<file path="config.mk">
export PLATFORM = sky130hd
export DESIGN_NAME = inst_mem_loader
export DESIGN_NICKNAME = d
export VERILOG_FILES = /design/src/rtl/inst_mem_loader.sv
export SDC_FILE = /design/constraint.sdc
export NUM_CORES = 1
export LEC_CHECK = 0
export BUFFER_PORTS_ARGS = -buffer_cell sky130_fd_sc_hd__buf_2
export CAP_MARGIN = 40
export CORE_MARGIN = 10
export CORE_UTILIZATION = 45
export CTS_CLUSTER_SIZE = 16
export DETAILED_ROUTE_END_ITERATION = 12
export PLACE_DENSITY = 0.69
export SLEW_MARGIN = 20
export SYNTH_ARGS = -nofsm -noshare
export SYNTH_HDL_FRONTEND = slang
export SYNTH_SLANG_ARGS = --single-unit
</file>
<file path="constraint.sdc">
create_clock -name clk -period 2 [get_ports clk]
set_clock_uncertainty 0.05 [all_clocks]
set_input_delay 0.4 -clock clk [delete_from_list [all_inputs] [get_ports clk]]
set_output_delay 0.4 -clock clk [all_outputs]
set_load 0.02 [all_outputs]
</file>
<file path="src/rtl/inst_mem_loader.sv">
// rtl/inst_mem_loader.sv - splits 32-bit instruction words into big-endian byte writes
module inst_mem_loader #(
  parameter int ADDR_W = 8,
  parameter int CNT_W  = 7
) (
  input  logic              clk,
  input  logic              reset,
  input  logic              start,
  input  logic [ADDR_W-1:0] baseAddress,
  input  logic [CNT_W-1:0]  wordCount,
  input  logic              wordValid,
  input  logic [31:0]       wordData,
  output logic              wordReady,
  output logic              memWrite,
  output logic [ADDR_W-1:0] memAddress,
  output logic [7:0]        memData,
  output logic              busy,
  output logic              done,
  output logic [31:0]       checksum
);

  typedef enum logic [1:0] {IDLE, ACCEPT, WRITE, DONE} state_t;

  state_t            state;
  state_t            nextState;
  logic [ADDR_W-1:0] addrCnt;
  logic [CNT_W-1:0]  remaining;
  logic [1:0]        byteIdx;
  logic [31:0]       shiftReg;
  logic [31:0]       checksumReg;

  always_ff @(posedge clk) begin
    if (reset) begin
      state <= IDLE;
    end else begin
      state <= nextState;
    end
  end

  always_comb begin
    nextState = state;
    case (state)
      IDLE:    if (start) nextState = (wordCount == '0) ? DONE : ACCEPT;
      ACCEPT:  if (wordValid) nextState = WRITE;
      WRITE:   if (byteIdx == 2'd3) nextState = (remaining != '0) ? ACCEPT : DONE;
      DONE:    nextState = IDLE;
      default: nextState = IDLE;
    endcase
  end

  // Shift register drains to zero after four bytes, so memData idles at 0.
  always_ff @(posedge clk) begin
    if (reset) begin
      addrCnt     <= '0;
      remaining   <= '0;
      byteIdx     <= '0;
      shiftReg    <= '0;
      checksumReg <= '0;
    end else begin
      case (state)
        IDLE: begin
          if (start) begin
            addrCnt     <= baseAddress;
            remaining   <= wordCount;
            checksumReg <= '0;
          end
        end
        ACCEPT: begin
          if (wordValid) begin
            shiftReg    <= wordData;
            checksumReg <= checksumReg ^ wordData;
            remaining   <= remaining - CNT_W'(1);
            byteIdx     <= '0;
          end
        end
        WRITE: begin
          shiftReg <= {shiftReg[23:0], 8'h00};
          addrCnt  <= addrCnt + ADDR_W'(1);
          byteIdx  <= byteIdx + 2'd1;
        end
        default: ;
      endcase
    end
  end

  assign wordReady  = (state == ACCEPT);
  assign memWrite   = (state == WRITE);
  assign memAddress = addrCnt;
  assign memData    = shiftReg[31:24];
  assign busy       = (state == ACCEPT) || (state == WRITE);
  assign done       = (state == DONE);
  assign checksum   = checksumReg;

endmodule

</file>
==> impl_results.md, run 1 <==
* Status: complete, no violations
* Slowest-stage cell, CP: dfxtp_1
* Detail Placement HPWL at 7570 µm
* First-pass GRT wire length at 16800 µm
* Post-synthesis async set-or-reset flop share at 0
* YS warnings at 0
* Core Area at 0.00876 mm²
* Yosys reg bits at 83
* Clock slew at reported path FFs at 0.09 ns
* EDFF count, synth at 0
* Mapped Cells at 447
* Overall routed net length at 10400 µm
* CP Data Arrival Time at 2.05 ns
* Die area at 0.0133 mm²
* Mapped Nets at 506
* Worst Hold Class: in -> reg
* Vias per cell at 5.44
* Residual DRC count at 0
* Fillers at 817
* Ratio of cells with drive above 1 in the final layout at 0.282
* FF+latch area at 0.00166 mm²
* Clock Tree Root: clkbuf_8
* RePlAce Congestion at 0.839
* Worst relative slew slack at 0.688
* Crit end category: register
* Clock tree buffer depth at 2
* Max-capacitance violation count at 0
* Utilization after layout at 0.540
* H-Tree Depth at 3
* Worst-Skew Late Latency at 0.35 ns
* Multi-input gate area at 0.00205 mm²
* I/O pin cnt at 103
* DR iter-0 viols at 253
* Primary FF master, synth: dfxtp_1
* Commonest non-fill, non-tap cell in the layout: buf_2
* Via Count at 3481
* Worst vdd ir at 0.751 mV
* FMAX at 540 MHz
* GRT met1 Usage at 0.194
* Worst-path maximum fanout at 56
* Crit Path Class: reg -> reg
* Die W at 115 µm
* Final setup fails at 0
* Nets at 586
* Final hold vios at 0
* Routed Antenna Nets at 0
* CTS tree: done
* WL/cell at 16.2 µm
* Setup TNS at 0 ns
* Starting Density at 0.467
* Unrepaired setup endpoints after global routing: false
* Mapped cell area at 0.00409 mm²
* Slew of the pin with the lowest slew margin at 0.465 ns
* # rows at 34
* Final worst-path cycle share at 0.926
* Initial antenna violation count at 0
* CP Cell Sequence: inv_1, ha_1, buf_6, o21a_2, buf_12, nor2_1, a211oi_1
* Most frequent cells in the layout: buf_2, dfxtp_1, nor2_1
* Pwr dens at 1830 mW/mm²
* Met3 Usage GRT at 0.0443
* Area Overhead vs Synth at 15.6%
* CP top delay family: buffers and inverters
* Largest net degree at the start of global routing at 57
* GRT Residual Overflow at 0
* Clock Sinks at 83
* Pre-Repair DR Iteration Count at 5
* Port bufs at 102
* Min Tclk post-route at 1.85 ns
* Setup Buffers After CTS at 0
* Num CTS Buffers at 9
* Number of global-route vias before repair at 3474
* GR peak layer: met2
* Crit path buffers/inverters at 3
* CP Launch Type: register
* CP peak stage delay at 0.34 ns
* Sequential element share of the synthesized area at 0.406
* Number of diodes at 0
* GRT Util Overall at 0.153
* Syn avg cell area at 9.15 µm²
* Lkg Pwr at 2.01 nW
* Die height at 115 µm
* Max Slew Vio Count at 0
* CP required at 2.20 ns
* Distinct cells, synth at 51
* M2 GR Usage at 0.242
==> registers in the layout, summed over array words and instances (netlist names) <==
name and count:
byteIdx 2, checksum 32, memAddress 8, remaining 7
shiftReg 32, state 2
==> power breakdown <==
part | internal, W | switching, W | leakage [nW]
Sequential | 0.00236 | 0.000461 | 0.682
Combinational | 0.00176 | 0.00279 | 1.23
Clock | 0.000625 | 0.000639 | 0.103
Total | 0.00475 | 0.00389 | 2.01
==> worst register-to-register path, cell delays in order (launching register included) <==
cell and delay (ns):
dfxtp_1 0.34, inv_1 0.12, ha_1 0.28, buf_6 0.22
o21a_2 0.17, buf_12 0.24, nor2_1 0.09, a211oi_1 0.25
==> final timing paths <==
path                from  slack, ns      endpoint  cells after the start
max             state[1]       0.15  shiftReg[21]                      7
min          wordData[4]       0.28   shiftReg[4]                      3
max reg2reg     state[1]       0.15  shiftReg[21]                      7
min reg2reg  shiftReg[0]       0.40   shiftReg[0]                      2
==> what timing repair did <==
item | in CTS | in global routing
hold buffers | 0 | 0
endpoints found under the setup margin | 0 | 4
hold endpoints to repair | 0 | 0
resized for setup | 0 | 1
==> logic make-up after synthesis <==
group                    after synthesis  share of synthesized area
AO/OA/AOI/OAI                         80                      0.140
AND/OR/NAND/NOR                      159                      0.196
flip-flops                            83                      0.406
XOR/XNOR                              32                     0.0685
adder cells (fa/ha/maj)                8                     0.0245
multiplexers                          29                     0.0716
buffers and inverters                 56                     0.0939
==> metal layers <==
metal,vias up,routed length (µm)
met5,-,0
met4,0,94
met3,9,661
met2,96,4920
met1,1639,4700
li1,1737,-
==> area by class of cell <==
class                   count  area share
multi-input cells         308       0.433
flip-flops and latches     83       0.351
repair buffers            115       0.135
clock buffers              10      0.0291
well taps                 108      0.0286
clock inverters             6      0.0153
inverters                  10     0.00794
==> Yosys cell counts, types with 2 or more instances <==
cell,instances,area share
dfxtp_1,83,0.41
nor2_1,62,0.057
nand4_1,34,0.052
xor2_1,32,0.069
a211oi_1,27,0.050
mux2i_1,27,0.066
nand2_1,20,0.018
a21oi_1,19,0.023
buf_6,14,0.039
nand3_1,14,0.017
buf_4,13,0.024
buf_2,9,0.011
inv_1,9,0.0083
o21ai_0,9,0.011
ha_1,8,0.024
clkbuf_1,7,0.0064
nor3_1,5,0.0061
a211oi_2,4,0.012
nor2b_1,4,0.0061
a31oi_1,3,0.0046
nand2b_1,3,0.0046
nor4_1,3,0.0046
o31ai_1,3,0.0055
a22oi_1,2,0.0037
clkbuf_4,2,0.0037
mux2_2,2,0.0055
nand3b_1,2,0.0037
o21a_1,2,0.0037
or2_1,2,0.0031
or2_2,2,0.0031
==> stage by stage <==
stage / total power [W] / std cells / setup slack [ns] / instance area, µm² / hold slack (ns)
6_report: 0.00864 / 640 / 0.147 / 4730 / 0.281
2_1_floorplan: 0.00660 / 447 / 0.262 / 4090 / 0.382
3_5_place_dp: 0.00743 / 624 / 0.165 / 4510 / 0.395
4_1_cts: 0.00872 / 640 / 0.0607 / 4720 / 0.267
3_3_place_gp: 0.00729 / 624 / 0.258 / 4510 / 0.388
5_1_grt: 0.00932 / 640 / 0.0159 / 4730 / 0.277
Note: power is estimated with default switching activity, not from simulation.
==> run 2: changes to the inputs <==
- GPL_TIMING_DRIVEN: default -> 0
==> impl_results.md, run 2 (synthesis gave the netlist of run 1 again) <==
* Ratio of cells with drive above 1 in the final layout at 0.309 (+0.0266)
* DP Area at 0.00473 mm² (+4.8%)
* CP required at 2.18 ns (-0.02 ns)
* Final hold vios at 0 (unchanged)
* Utilization after layout at 0.561 (+0.0211)
* Port bufs at 101 (-0.98%)
* Final worst-path cycle share at 0.917 (-0.00910)
* Slew of the pin with the lowest slew margin at 0.613 ns (+0.149 ns)
* CP Data Arrival Time at 2.01 ns (-0.04 ns)
* Post-Place Cells at 656 (+5.1%)
* Max Slew Vio Count at 0 (unchanged)
* Clock Sinks at 83 (unchanged)
* GRT Residual Overflow at 0 (unchanged)
* Lkg Pwr at 2.13 nW (+6.0%)
* RePlAce Congestion at 0.827 (-1.4%)
* Hold_buf cts at 0 (unchanged)
* CP Launch Type: register
* Worst relative slew slack at 0.591 (-0.0968)
* Post-cts sizing count at 0 (unchanged)
* Min Tclk post-route at 1.83 ns (-0.0182 ns)
* Die area at 0.0133 mm² (unchanged)
* Detail Placement HPWL at 8520 µm (+13%)
* M2 GR Usage at 0.262 (+0.0199)
* Crit path buffers/inverters at 3 (unchanged)
* Pwr dens at 1820 mW/mm² (-0.29%)
* First-pass GRT wire length at 18200 µm (+8.4%)
* Vias per cell at 5.42 (-0.44%)
* H-Tree Depth at 3 (unchanged)
* Die W at 115 µm (unchanged)
* Number of diodes at 0 (unchanged)
* Residual DRC count at 0 (unchanged)
* Clock Tree Root: clkbuf_8
* Multi-input gate area at 0.00204 mm² (-0.18%)
* Status: complete, no violations
* Most frequent cells in the layout: buf_2, dfxtp_1, nor2_1
* GR peak layer: met2
* GRT Util Overall at 0.165 (+0.0128)
* Met3 Usage GRT at 0.0479 (+0.00365)
* Nets at 618 (+5.5%)
* Unrepaired setup endpoints after global routing: false
* Crit Path Class: reg -> reg
* Pre-Repair DR Iteration Count at 4 (-1)
* Largest net degree at the start of global routing at 17 (-70%)
* Slowest-stage cell, CP: dfxtp_1
* Worst-path maximum fanout at 10 (-82%)
* Worst-Skew Late Latency at 0.35 ns (about the same)
* FF+latch area at 0.00166 mm² (unchanged)
* Num CTS Buffers at 9 (unchanged)
* # rows at 34 (unchanged)
* Die height at 115 µm (unchanged)
* I/O pin cnt at 103 (unchanged)
* CP peak stage delay at 0.38 ns (+0.04 ns)
* Number of global-route vias before repair at 3710 (+6.8%)
* Worst vdd ir at 0.841 mV (+12%)
* GRT met1 Usage at 0.211 (+0.0162)
* Setup TNS at 0 ns (unchanged)
* Setup Buffers After CTS at 0 (unchanged)
* CTS tree: done
* Initial antenna violation count at 0 (unchanged)
* CP Cell Sequence: inv_1, ha_1, buf_6, mux2_2, buf_4, a22oi_1, nor2_1
* Commonest non-fill, non-tap cell in the layout: buf_2
* Max-capacitance violation count at 0 (unchanged)
* Core Area at 0.00876 mm² (unchanged)
* Starting Density at 0.467 (unchanged)
* Via Count at 3639 (+4.5%)
* Final setup fails at 0 (unchanged)
* WL/cell at 16.4 µm (+1.0%)
* Routed Antenna Nets at 0 (unchanged)
* Fillers at 818 (+0.12%)
* Minimum hold slack at 0.282 ns (+0.000694 ns)
* Worst Hold Class: in -> reg
* CP top delay family: buffers and inverters
* Overall routed net length at 11000 µm (+6.1%)
* Fin cells at 672 (+5.0%)
* DR iter-0 viols at 164 (-35%)
* Clock slew at reported path FFs at 0.09 ns (about the same)
* Area Overhead vs Synth at 20.2%
* FMAX at 545 MHz (+0.99%)
* Design area at 0.00491 mm² (+3.9%)
* Crit end category: register
* Clock tree buffer depth at 2 (unchanged)
## run 2: cell types whose count changed in the layout (fill, tap and decap cells not counted), sizes merged
| cell | before | now |
|---|---|---|
| bufinv | 1 | 0 |
| clkbuf | 10 | 19 |
| inv | 12 | 13 |
| buf | 115 | 137 |
| clkinvlp | 1 | 2 |
## run 2: area by class of cell
class / count / area share
flip-flops and latches: 83 / 0.338
repair buffers: 101 / 0.103
plain buffers: 46 / 0.0708
clock inverters: 7 / 0.0120
multi-input cells: 308 / 0.416
inverters: 10 / 0.00764
well taps: 108 / 0.0275
clock buffers: 9 / 0.0252
## run 2: worst reg2reg max path, stage by stage (launching register included)
cell	delay, ns
dfxtp_1	0.38
inv_1	0.10
ha_1	0.25
buf_6	0.16
mux2_2	0.34
buf_4	0.20
a22oi_1	0.17
nor2_1	0.06
## run 2: routing by layer
layer  wire [µm]  part of all wire
met4         156             0.014
met5           0                 0
met3         713             0.065
met2        5150              0.47
met1        4990              0.45
## run 2: power by group
group          switching [W]  total, W  internal, W
clock network       0.000660   0.00113     0.000468
registers           0.000458   0.00282      0.00236
logic                0.00293   0.00500      0.00207
## run 2: path summary, 6_finish.rpt
kind / from / end / slack (ns) / depth (start not counted)
max: state[0] / memAddress[2] / 0.17 / 7
min: wordData[5] / shiftReg[5] / 0.28 / 3
min reg2reg: shiftReg[0] / shiftReg[0] / 0.40 / 2
max reg2reg: state[0] / memAddress[2] / 0.17 / 7
## run 2: metrics by stage
stage / total power (W) / setup slack, ns
after CTS: 0.00902 / 0.0702
after global routing: 0.00968 / 0.00809
after detailed placement: 0.00787 / 0.0844
after floorplan: 0.00660 / 0.262
final: 0.00895 / 0.165
after global placement: 0.00774 / 0.113
